**config.mk**
```make
export PLATFORM = sky130hd
export DESIGN_NAME = traffic_light_monitor
export DESIGN_NICKNAME = d
export VERILOG_FILES = /design/src/rtl/traffic_light_monitor.sv
export SDC_FILE = /design/constraint.sdc
export NUM_CORES = 1
export LEC_CHECK = 0
export BUFFER_PORTS_ARGS = -buffer_cell sky130_fd_sc_hd__buf_2
export CELL_PAD_IN_SITES_DETAIL_PLACEMENT = 1
export CELL_PAD_IN_SITES_GLOBAL_PLACEMENT = 1
export CORE_MARGIN = 2
export CORE_UTILIZATION = 39
export CTS_CLUSTER_SIZE = 10
export DETAILED_ROUTE_END_ITERATION = 12
export PLACE_DENSITY_LB_ADDON = 0.1
export SLEW_MARGIN = 10
export SYNTH_ARGS = -nofsm -noshare
export SYNTH_HDL_FRONTEND = slang
export SYNTH_SLANG_ARGS = --single-unit
```
**constraint.sdc**
```tcl
create_clock -name clk -period 2.2 [get_ports clk]
set_input_delay 0 -clock clk [delete_from_list [all_inputs] [get_ports clk]]
set_output_delay 0 -clock clk [all_outputs]
set_load 0.05 [all_outputs]
```
**src/rtl/traffic_light_monitor.sv**
```systemverilog
// Passive checker on the traffic-light controller outputs: decodes the light
// lines into a phase, times each phase and flags encoding/order/duration errors.
module traffic_light_monitor #(
  parameter int GREEN_CYCLES  = 50,
  parameter int YELLOW_CYCLES = 10,
  parameter int RED_CYCLES    = 40
) (
  input  logic       clk,
  input  logic       reset,
  input  logic       Green,
  input  logic       Yellow,
  input  logic       Red,
  output logic [1:0] phase,
  output logic [6:0] phase_cnt,
  output logic       locked,
  output logic       err_onehot,
  output logic       err_order,
  output logic       err_short,
  output logic       err_long,
  output logic [7:0] err_count
);

  typedef enum logic {SYNC, LOCKED} state_t;

  localparam logic [1:0] COL_NONE = 2'd0;
  localparam logic [1:0] COL_G    = 2'd1;
  localparam logic [1:0] COL_Y    = 2'd2;
  localparam logic [1:0] COL_R    = 2'd3;

  state_t     state;
  state_t     state_next;
  logic [2:0] sample;
  logic [2:0] prev_sample;
  logic       sample_ok;
  logic [1:0] cur_col;
  logic [1:0] prev_col;
  logic [6:0] req;
  logic       boundary;
  logic       legal_order;
  logic [1:0] phase_next;
  logic [6:0] cnt_next;
  logic       locked_next;
  logic       onehot_next;
  logic       order_next;
  logic       short_next;
  logic       long_next;
  logic [7:0] count_next;

  function automatic logic [1:0] decode(input logic [2:0] lines);
    case (lines)
      3'b100:  decode = COL_G;
      3'b010:  decode = COL_Y;
      3'b001:  decode = COL_R;
      default: decode = COL_NONE;
    endcase
  endfunction

  assign cur_col  = decode(sample);
  assign prev_col = decode(prev_sample);

  // A boundary needs a valid colour on both sides, so the cleared sample after
  // reset or an invalid encoding never counts as the start of a timed phase.
  assign boundary = (cur_col != COL_NONE) && (prev_col != COL_NONE) &&
                    (cur_col != prev_col);

  assign legal_order = ((phase == COL_G) && (cur_col == COL_Y)) ||
                       ((phase == COL_Y) && (cur_col == COL_R)) ||
                       ((phase == COL_R) && (cur_col == COL_G));

  always_comb begin
    case (phase)
      COL_G:   req = 7'(GREEN_CYCLES);
      COL_Y:   req = 7'(YELLOW_CYCLES);
      COL_R:   req = 7'(RED_CYCLES);
      default: req = 7'd0;
    endcase
  end

  // sample_ok masks the reset value of the sample register from err_onehot.
  always_ff @(posedge clk or negedge reset) begin
    if (!reset) begin
      sample      <= 3'b000;
      prev_sample <= 3'b000;
      sample_ok   <= 1'b0;
    end else begin
      sample      <= {Green, Yellow, Red};
      prev_sample <= sample;
      sample_ok   <= 1'b1;
    end
  end

  always_ff @(posedge clk or negedge reset) begin
    if (!reset) state <= SYNC;
    else        state <= state_next;
  end

  always_comb begin
    state_next = state;
    case (state)
      SYNC:    if (boundary) state_next = LOCKED;
      LOCKED:  if (cur_col == COL_NONE) state_next = SYNC;
      default: state_next = SYNC;
    endcase
  end

  always_comb begin
    phase_next  = phase;
    cnt_next    = phase_cnt;
    onehot_next = 1'b0;
    order_next  = 1'b0;
    short_next  = 1'b0;
    long_next   = 1'b0;
    case (state)
      SYNC: begin
        phase_next = COL_NONE;
        cnt_next   = 7'd0;
        if (cur_col == COL_NONE) begin
          onehot_next = sample_ok;
        end else if (boundary) begin
          phase_next = cur_col;
          cnt_next   = 7'd1;
        end
      end
      LOCKED: begin
        if (cur_col == COL_NONE) begin
          onehot_next = 1'b1;
          phase_next  = COL_NONE;
          cnt_next    = 7'd0;
        end else if (cur_col == phase) begin
          if (phase_cnt != 7'd127) cnt_next = phase_cnt + 7'd1;
          long_next = (phase_cnt == req);
        end else begin
          order_next = !legal_order;
          short_next = (phase_cnt < req);
          phase_next = cur_col;
          cnt_next   = 7'd1;
        end
      end
      default: begin
        phase_next = COL_NONE;
        cnt_next   = 7'd0;
      end
    endcase
    locked_next = (state_next == LOCKED);
    count_next  = err_count;
    if ((onehot_next || order_next || short_next || long_next) &&
        (err_count != 8'hFF))
      count_next = err_count + 8'd1;
  end

  always_ff @(posedge clk or negedge reset) begin
    if (!reset) begin
      phase      <= COL_NONE;
      phase_cnt  <= 7'd0;
      locked     <= 1'b0;
      err_onehot <= 1'b0;
      err_order  <= 1'b0;
      err_short  <= 1'b0;
      err_long   <= 1'b0;
      err_count  <= 8'd0;
    end else begin
      phase      <= phase_next;
      phase_cnt  <= cnt_next;
      locked     <= locked_next;
      err_onehot <= onehot_next;
      err_order  <= order_next;
      err_short  <= short_next;
      err_long   <= long_next;
      err_count  <= count_next;
    end
  end

endmodule

```
==> results of run 1 <==
-- cell usage in the layout (no fill, tap or decap), types with 2 or more instances in the layout --
cell and instances:
nand4_1 8, o21ai_0 6, dfrtp_1 27, buf_2 26
nor2b_1 6, xnor2_1 9, nand3_1 2, dfrtp_2 2
ha_4 5, nand2_1 6, nor2_1 12, inv_4 2
a31oi_1 3, nor3_1 2, inv_1 6, dlygate4sd3_1 4
clkbuf_8 5, and3_1 7, buf_4 18, ha_1 4
bufinv_16 2, xor2_1 5, nor4bb_1 2, a21oi_1 5
-- routing by layer --
layer  up-vias  track usage
met5         -            0
met4         0      0.08750
met3        11      0.05263
met2        29       0.3630
met1       692       0.2358
li1        657            -
-- power by group through the flow --
| stage | combinational (W) | clock [W] | sequential [W] |
|---|---|---|---|
| floorplan | 0.000324 | 0 | 0.00105 |
| global placement | 0.000845 | 0 | 0.000747 |
| detailed placement | 0.000860 | 0 | 0.000759 |
| CTS | 0.000909 | 0.000681 | 0.000752 |
| global route | 0.00100 | 0.000701 | 0.000777 |
| finish | 0.000932 | 0.000662 | 0.000756 |
-- worst paths after layout --
kind / end / slack (ps) / startpoint / cells after the start
max reg2reg: err_count[1]$_DFFE_PN0P_ / -80 / phase[1]$_DFFE_PN0P_ / 9
min reg2reg: err_count[5]$_DFFE_PN0P_ / 490 / err_count[5]$_DFFE_PN0P_ / 1
min: err_long$_DFF_PN0_ / 270 / reset / 2
max in group asynchronous: phase[1]$_DFFE_PN0P_ / 1470 / reset / 2
min in group clk: sample[1]$_DFF_PN0_ / 350 / Yellow / 2
max: err_count[1]$_DFFE_PN0P_ / -80 / phase[1]$_DFFE_PN0P_ / 9
-- cells by family (layout without fill, tap and decap cells) --
| family | Yosys count | after routing | synth area share |
|---|---|---|---|
| compound gates | 29 | 29 | 0.1393 |
| simple gates | 57 | 57 | 0.2090 |
| flops | 29 | 29 | 0.4489 |
| xor+xnor | 14 | 14 | 0.07585 |
| fa+ha+maj | 10 | 10 | 0.07740 |
| other cells | 1 | 1 | 0.002320 |
| buf+inv | 13 | 64 | 0.04025 |
| mux | 1 | 1 | 0.006965 |
-- state kept, by name, indices dropped and copies added, names as in the netlist --
name / count
err_count: 8
err_long: 1
err_onehot: 1
err_order: 1
err_short: 1
locked: 1
phase: 2
phase_cnt: 7
prev_sample: 3
sample: 3
sample_ok: 1
-- what timing repair did --
action                                  CTS  global route
pin swaps                                 7             7
endpoints found under the hold margin    32             0
setup buffers                             1             3
endpoints found under the setup margin    6             8
gates resized for setup                   9             8
hold buffers                              4             0
-- stage by stage --
stage                       util  cells  worst slack (ps)  setup TNS, ps  total power (W)
after detailed placement  0.4798    239            -144.5         -632.1         0.001619
after global routing      0.5596    255            -177.6         -941.6         0.002479
final                     0.5596    255            -79.92         -225.2         0.002350
after floorplan                -    154            -169.2         -854.6         0.001373
after CTS                 0.5414    252            -117.3         -435.1         0.002342
after global placement    0.4798    239            -58.90         -162.3         0.001592
-- final cells by class --
cell class | instances | area [um^2]
clock buffers | 5 | 68.82
repair buffers | 48 | 305.3
inverters | 8 | 35.03
fillers | 439 | 1762
well taps | 50 | 62.56
flip-flops and latches | 29 | 728.2
multi-input cells | 112 | 973.4
clock inverters | 3 | 65.06
==> results.py, run 1 <==
metrics = {
    "cells_and_area": {
        "layout-drive-gt1-share": 0.3659,
        "final_nets": 219,
        "syn2layout_area_growth_pct": 38.47,
        "n_antenna_cell": 0,
        "postLayoutCellArea_mm2": 0.002238,
    },
    "global_route": {
        "antenna_found_initial": 0,
        "grt_pass1_vias": 1453,
        "gr-usage-all-layers": 0.2068,
        "grt_pass1_wl_um": 6948,
        "overflow": 0,
        "grt_max_degree": 30,
    },
    "synthesis": {
        "syn_inst": 154,
        "synth_commonest_cells": "dfrtp_1, nor2_1, ha_1, xnor2_1",
        "synth-edff-count": 0,
        "yosysTopAreaCellShare": 0.4489,
        "yosysMostFrequentCell": "dfrtp_1",
        "ys.flop_type": "dfrtp_1",
        "synth_warnings": 0,
        "synth_top_area_cell": "dfrtp_1",
        "synth_cell_types": 44,
        "async_flop_share": 1.000,
        "synth-seq-area-share": 0.4489,
        "synth_area_mm2": 0.001617,
        "ys_ff_latch": 29,
        "syn-num-nets": 169,
        "synth_area_leaders": "dfrtp_1, ha_1, xnor2_1, nand4_1, nor2_1",
        "syn_avg_cell_area_um2": 10.50,
    },
    "routing": {
        "first_pass_iters": 4,
        "drt-met1-wl_um": 1721,
        "viasPerCell": 5.447,
        "post_drt_wl_per_cell_um": 16.52,
        "dr.max_layer_used": "met4",
        "wirelength_um": 4212,
        "ant_nets": 0,
        "drt_iter0_drc": 27,
        "met2_length_um": 2212,
        "vias": 1389,
        "drc": 0,
        "route.met3.wl_um": 182,
    },
    "worst_setup_path": {
        "arrival_ps": 2450,
        "critPathTopFamily": "compound AO/OA/AOI/OAI gates",
        "critPathLaunchType": "flip-flop",
        "cp_common_cell": "ha_4",
        "cp.required_ps": 2370,
        "cpPeakStageDelay_ps": 450,
        "crit_slowest_cell": "dfrtp_2",
        "crit_chain": "inv_4, ha_4, o21bai_4, ha_4, nand3_4, o221a_4, o221ai_4, a31oi_4, mux2_4",
        "timing.critical_path.buf_inv": 1,
        "crit_path_end_kind": "flip-flop",
        "crit_path_max_fanout": 7,
        "path_class": "reg -> reg",
    },
    "place": {
        "dpl-instance-area_mm2": 0.001919,
        "io_buffers": 26,
        "routabilityCongestion": 0.8300,
        "place_hpwl_um": 3033,
    },
    "power_and_ir_drop": {
        "power_per_cell_area_mw_per_mm2": 1050,
        "pwr-share-comb": 0.397,
        "switching_share": 0.3969,
        "seqPwrFrac": 0.322,
        "switchingPower_w": 0.0009325,
        "ir_drop_mv": 0.6412,
        "p_leak_nw": 1.016,
        "p_clk_frac": 0.282,
        "p_int_w": 0.001417,
    },
    "timing": {
        "final.setup.worst_slack_ps": -79.92,
        "finalHoldViolations": 0,
        "fin_crit_sh": 1.036,
        "slew_headroom": 0.5638,
        "setup_violations": 4,
        "tightestPinTransition_ps": 654.3,
        "fmax_mhz": 438.6,
        "holdWs_ps": 267.1,
        "layout_min_cycle_time_ps": 2280,
        "slew_violations": 0,
        "rsz0062_at_grt": "yes",
        "clock-skew-final_ps": 4.977,
    },
    "clock_tree": {
        "h-tree-depth": 2,
        "clock_path_buffers": 2,
        "cts-root-buf": "clkbuf_8",
        "clk_latency_ps": 290,
        "path_clk_slew_ps": 70,
        "cts_sinks": 29,
        "cts_tree": "built",
        "numCtsBuffers": 5,
    },
    "min_path": {
        "hold_class": "in -> async",
    },
    "status": {
        "status": "complete, but fails checks",
        "failed_checks": "negative setup slack",
    },
    "die": {
        "die_x_um": 68.38,
        "die_h_um": 68.38,
        "coreArea_mm2": 0.004000,
        "boundaryPins": 27,
        "rows": 23,
        "dieArea_mm2": 0.004676,
        "initial_utilization": 0.4041,
    },
    "flow_run": {
        "maxCapViolCount": 0,
    },
}
Note: power is estimated with default switching activity, not from simulation.
==> inputs of run 2 (changes only) <==
--- a/config.mk
+++ b/config.mk
@@ -5,7 +5,7 @@
 export SDC_FILE = /design/constraint.sdc
 export NUM_CORES = 1
 export LEC_CHECK = 0
-export BUFFER_PORTS_ARGS = -buffer_cell sky130_fd_sc_hd__buf_2
+export BUFFER_PORTS_ARGS = -buffer_cell sky130_fd_sc_hd__buf_4
 export CELL_PAD_IN_SITES_DETAIL_PLACEMENT = 1
 export CELL_PAD_IN_SITES_GLOBAL_PLACEMENT = 1
 export CORE_MARGIN = 2
==> results.py, run 2 (same netlist as run 1, synthesis figures left out) <==
metrics = {
    "status": {
        "status": "complete, but fails checks",
        "failed_checks": "negative setup slack",
    },
    "routing": {
        "drc": 0,
        "met2_length_um": 2354,
        "wirelength_um": 4398,
        "viasPerCell": 5.437,
        "drt-met1-wl_um": 1867,
        "route.met3.wl_um": 118,
        "first_pass_iters": 4,
        "dr.max_layer_used": "met4",
        "post_drt_wl_per_cell_um": 17.45,
        "vias": 1370,
        "ant_nets": 0,
        "drt_iter0_drc": 43,
    },
    "die": {
        "die_h_um": 68.38,
        "boundaryPins": 27,
        "dieArea_mm2": 0.004676,
        "initial_utilization": 0.4041,
        "coreArea_mm2": 0.004000,
        "rows": 23,
        "die_x_um": 68.38,
    },
    "global_route": {
        "grt_pass1_vias": 1437,
        "grt_pass1_wl_um": 6837,
        "gr-usage-all-layers": 0.2060,
        "overflow": 0,
        "grt_max_degree": 30,
        "antenna_found_initial": 0,
    },
    "timing": {
        "fmax_mhz": 447.6,
        "final.setup.worst_slack_ps": -34.18,
        "clock-skew-final_ps": 3.308,
        "setup_violations": 4,
        "slew_violations": 0,
        "rsz0062_at_grt": "yes",
        "layout_min_cycle_time_ps": 2234,
        "fin_crit_sh": 1.016,
        "finalHoldViolations": 0,
    },
    "place": {
        "dpl-instance-area_mm2": 0.001977,
        "place_hpwl_um": 3209,
        "post-place-ws_ps": -164.7,
        "routabilityCongestion": 0.8257,
        "dpl.cell_count": 238,
        "io_buffers": 26,
    },
    "clock_tree": {
        "cts_tree": "built",
        "h-tree-depth": 2,
        "path_clk_slew_ps": 60,
        "numCtsBuffers": 5,
        "clk_latency_ps": 280,
        "clock_path_buffers": 2,
        "cts-root-buf": "clkbuf_8",
        "cts_sinks": 29,
    },
    "cells_and_area": {
        "largest-register": "err_count",
        "syn2layout_area_growth_pct": 42.26,
        "final_nets": 216,
        "largestRegisters": "err_count (8), phase_cnt (7)",
        "n_fill_cell": 438,
        "final_cell_mix": "buf_4, dfrtp_1, nor2_1",
        "ff_latch_area_um2": 728.2,
        "largest_register_ffs": 8,
        "final_util": 0.5749,
        "final_common_cell": "buf_4",
        "final_cells": 252,
        "postLayoutCellArea_mm2": 0.002300,
        "multi_input_area_mm2": 0.001010,
        "layout-drive-gt1-share": 0.3663,
        "n_antenna_cell": 0,
    },
    "worst_setup_path": {
        "crit_path_start": "phase[1]$_DFFE_PN0P_",
        "r2r-start": "phase[1]$_DFFE_PN0P_",
        "arrival_ps": 2400,
        "r2r_setup_slack_ps": -30,
        "crit_path_max_fanout": 7,
        "crit_path_end_kind": "flip-flop",
        "critPathLaunchType": "flip-flop",
        "cp.required_ps": 2360,
        "path_class": "reg -> reg",
        "reg2reg_depth": 10,
        "regToRegEndpoint": "err_count[4]$_DFFE_PN0P_",
    },
    "power_and_ir_drop": {
        "p_clk_frac": 0.245,
        "p_int_w": 0.001379,
        "switchingPower_w": 0.0009333,
        "switching_share": 0.4037,
        "seqPwrFrac": 0.336,
        "pwr-share-comb": 0.419,
        "total_power_w": 0.002312,
        "power_per_cell_area_mw_per_mm2": 1005,
        "p_leak_nw": 1.007,
        "ir_drop_mv": 0.7762,
    },
    "min_path": {
        "hold_class": "in -> async",
    },
    "flow_run": {
        "maxCapViolCount": 0,
    },
}
run 2: changes by cell type in the layout (fill, tap and decap cells not counted), sizes merged:
| cell | previous run | this run |
|---|---|---|
| buf | 44 | 41 |
| bufinv | 2 | 1 |
| clkbuf | 5 | 7 |
| clkinv | 1 | 0 |
run 2: final cells by class:
class	instances	share of cell area
inverter	8	0.01523
timing repair buffer	45	0.1513
clock inverter	1	0.01306
tap	50	0.02720
clock buffer	7	0.03754
sequential	29	0.3166
multi-input combinational	112	0.4391
run 2: worst max path at each step:
stage	endpoint	depth (start not counted)
detailed placement	err_count[5]$_DFFE_PN0P_	10
CTS	err_count[4]$_DFFE_PN0P_	10
finish	err_count[4]$_DFFE_PN0P_	10
floorplan	err_count[1]$_DFFE_PN0P_	9
global route	err_count[4]$_DFFE_PN0P_	10
global placement	err_count[1]$_DFFE_PN0P_	9
run 2: worst max-delay path, stage by stage, from the launching register on:
cell      delay (ps)
dfrtp_2          460
inv_4            100
ha_4             140
inv_1             70
ha_4             240
a21oi_4          120
o221a_4          210
o221ai_4         110
a31oi_4          320
nand4_1          170
xnor2_1          160
run 2: power groups by stage:
stage,Combinational [W],Clock (W),Sequential (W)
2_1_floorplan,0.000324,0,0.00105
3_3_place_gp,0.000863,0,0.000766
3_5_place_dp,0.000884,0,0.000780
4_1_cts,0.000939,0.000574,0.000772
5_1_grt,0.00103,0.000609,0.000792
6_report,0.000969,0.000566,0.000777
run 2: layer usage:
layer | up-vias | track usage
met4 | 0 | 0.09500
met5 | - | 0
met2 | 25 | 0.3678
met3 | 6 | 0.02961
li1 | 655 | -
met1 | 684 | 0.2407
run 2: timing repair:
action | in CTS | in global routing
pin swaps | 8 | 10
hold endpoints to repair | 32 | 0
hold buffers | 4 | 0
setup buffers | 2 | 0
gates cloned | 0 | 0
setup endpoints to repair | 7 | 7
resized for setup | 8 | 13
run 2: through the flow:
stage / setup TNS, ps / hold WS [ps]
after global placement: -183.3 / -55.75
after floorplan: -854.6 / -295.6
after global routing: -581.1 / 222.5
after detailed placement: -815.2 / -48.08
final: -108.2 / 178.2
after CTS: -234.4 / 203.7
==> inputs of run 3 (changes only) <==
--- a/config.mk
+++ b/config.mk
@@ -12,8 +12,10 @@
 export CORE_UTILIZATION = 39
 export CTS_CLUSTER_SIZE = 10
 export DETAILED_ROUTE_END_ITERATION = 12
-export PLACE_DENSITY_LB_ADDON = 0.1
+export PLACE_DENSITY = 0.75
+export REMOVE_ABC_BUFFERS = 1
 export SLEW_MARGIN = 10
 export SYNTH_ARGS = -nofsm -noshare
 export SYNTH_HDL_FRONTEND = slang
 export SYNTH_SLANG_ARGS = --single-unit
+export TNS_END_PERCENT = 10
==> results.py, run 3 (same netlist as run 1, synthesis figures left out) <==
metrics = {
    "flow_run": {
        "maxCapViolCount": 0,
    },
    "worst_setup_path": {
        "cp.required_ps": 2370,
        "crit_path_max_fanout": 7,
        "critPathLaunchType": "flip-flop",
        "cp_common_cell": "ha_4",
        "reg2reg_depth": 10,
        "crit_path_end_kind": "flip-flop",
        "r2r-start": "phase[0]$_DFFE_PN0P_",
        "regToRegEndpoint": "err_count[1]$_DFFE_PN0P_",
        "arrival_ps": 2570,
        "crit_slowest_cell": "dfrtp_1",
        "r2r_setup_slack_ps": -200,
        "cpPeakStageDelay_ps": 410,
        "crit_chain": "inv_2, ha_4, o21bai_4, ha_4, nand3_4, buf_4, o221a_4, o221ai_4, a31oi_4, mux2_4",
        "path_class": "reg -> reg",
    },
    "global_route": {
        "grt_pass1_vias": 1489,
        "grt_max_degree": 30,
        "top_usage_layer": "met2",
        "met1_usage": 0.2515,
        "grtUsageMet2": 0.3642,
        "gr-usage-all-layers": 0.2138,
        "met3_usage": 0.05428,
        "overflow": 0,
        "grt_pass1_wl_um": 7210,
        "antenna_found_initial": 0,
    },
    "power_and_ir_drop": {
        "ir_drop_mv": 0.6654,
        "power_per_cell_area_mw_per_mm2": 968.4,
        "p_leak_nw": 1.022,
    },
    "timing": {
        "tightestPinTransition_ps": 586.6,
        "final.setup.worst_slack_ps": -198.9,
        "clock-skew-final_ps": 7.213,
        "setup_violations": 8,
        "rsz0062_at_grt": "yes",
        "finalHoldViolations": 0,
        "fin_crit_sh": 1.090,
        "layout_min_cycle_time_ps": 2399,
        "slew_violations": 0,
        "fmax_mhz": 416.9,
        "holdWs_ps": 165.5,
        "slew_headroom": 0.6027,
    },
    "place": {
        "post-place-ws_ps": -339.0,
        "io_buffers": 26,
        "place_hpwl_um": 3075,
        "routabilityCongestion": 0.7765,
    },
    "clock_tree": {
        "h-tree-depth": 2,
        "path_clk_slew_ps": 70,
        "cts-root-buf": "clkbuf_8",
        "clk_latency_ps": 290,
        "clock_path_buffers": 2,
        "numCtsBuffers": 5,
        "cts_sinks": 29,
        "cts_tree": "built",
    },
    "die": {
        "boundaryPins": 27,
        "dieArea_mm2": 0.004676,
        "initial_utilization": 0.4041,
        "rows": 23,
        "coreArea_mm2": 0.004000,
        "die_x_um": 68.38,
        "die_h_um": 68.38,
    },
    "routing": {
        "wirelength_um": 4541,
        "viasPerCell": 5.502,
        "drt_iter0_drc": 65,
        "vias": 1414,
        "ant_nets": 0,
        "post_drt_wl_per_cell_um": 17.67,
        "drc": 0,
        "first_pass_iters": 4,
    },
    "cells_and_area": {
        "n_fill_cell": 446,
        "final_nets": 221,
        "largestRegisters": "err_count (8), phase_cnt (7)",
        "final_cell_mix": "buf_4, dfrtp_1, nor2_1",
        "syn2layout_area_growth_pct": 40.71,
        "layout-drive-gt1-share": 0.3720,
        "largest_register_ffs": 8,
        "final_common_cell": "buf_4",
        "n_antenna_cell": 0,
        "largest-register": "err_count",
    },
    "status": {
        "status": "complete, but fails checks",
        "failed_checks": "negative setup slack",
    },
    "min_path": {
        "hold_class": "in -> async",
    },
}
-- run 3: power by group --
group / switching (W) / internal (W)
Sequential: 0.000132 / 0.000631
Combinational: 0.000623 / 0.000390
Clock: 0.000209 / 0.000218
-- run 3: how the worst max path moves through the flow --
stage / from / end / slack [ps] / cells after the start
after global placement: phase[0]$_DFFE_PN0P_ / err_count[1]$_DFFE_PN0P_ / -160 / 9
final: phase[0]$_DFFE_PN0P_ / err_count[1]$_DFFE_PN0P_ / -200 / 10
after CTS: phase[0]$_DFFE_PN0P_ / err_count[1]$_DFFE_PN0P_ / -90 / 9
after detailed placement: phase[0]$_DFFE_PN0P_ / err_count[1]$_DFFE_PN0P_ / -340 / 9
after floorplan: phase[0]$_DFFE_PN0P_ / err_count[1]$_DFFE_PN0P_ / -590 / 9
after global routing: phase[0]$_DFFE_PN0P_ / err_count[7]$_DFFE_PN0P_ / -290 / 10
-- run 3: what timing repair did --
item,CTS,global route
cloned,0,0
hold buffers,4,0
setup buffers,1,1
pin swaps,7,8
hold endpoints to repair,32,0
setup endpoints to repair,8,9
gates resized for setup,16,11
-- run 3: through the flow --
stage	utilization	instances	area [um^2]	total power, W	TNS (ps)
after detailed placement	0.4936	243	1974	0.001639	-2060
after CTS	0.5493	256	2197	0.002146	-417.4
after floorplan	-	149	1582	0.001316	-3883
after global placement	0.4936	243	1974	0.001599	-670.3
after global routing	0.5687	257	2275	0.002326	-1823
final	0.5687	257	2275	0.002203	-1113
-- run 3: layout make-up --
cell class | instances | area [um^2] | area share
clock buffers | 5 | 68.82 | 0.03025
clock inverters | 3 | 17.52 | 0.007701
inverters | 8 | 30.03 | 0.01320
multi-input cells | 112 | 977.2 | 0.4296
flip-flops and latches | 29 | 725.7 | 0.3190
well taps | 50 | 62.56 | 0.02750
repair buffers | 50 | 392.9 | 0.1727
-- run 3: critical path, delay by kind of cell, from the launching register on --
family,cells,cell delay [ps]
AO/OA/AOI/OAI,4,750
AND/OR/NAND/NOR,1,80
multiplexers,1,340
adder cells (fa/ha/maj),2,450
buffers and inverters,2,240
flip-flops,1,410
-- run 3: metal layers --
metal	wire length [um]	vias up
met2	2249	41
met5	0	-
met4	130	0
met3	202	13
li1	-	659
met1	1958	701
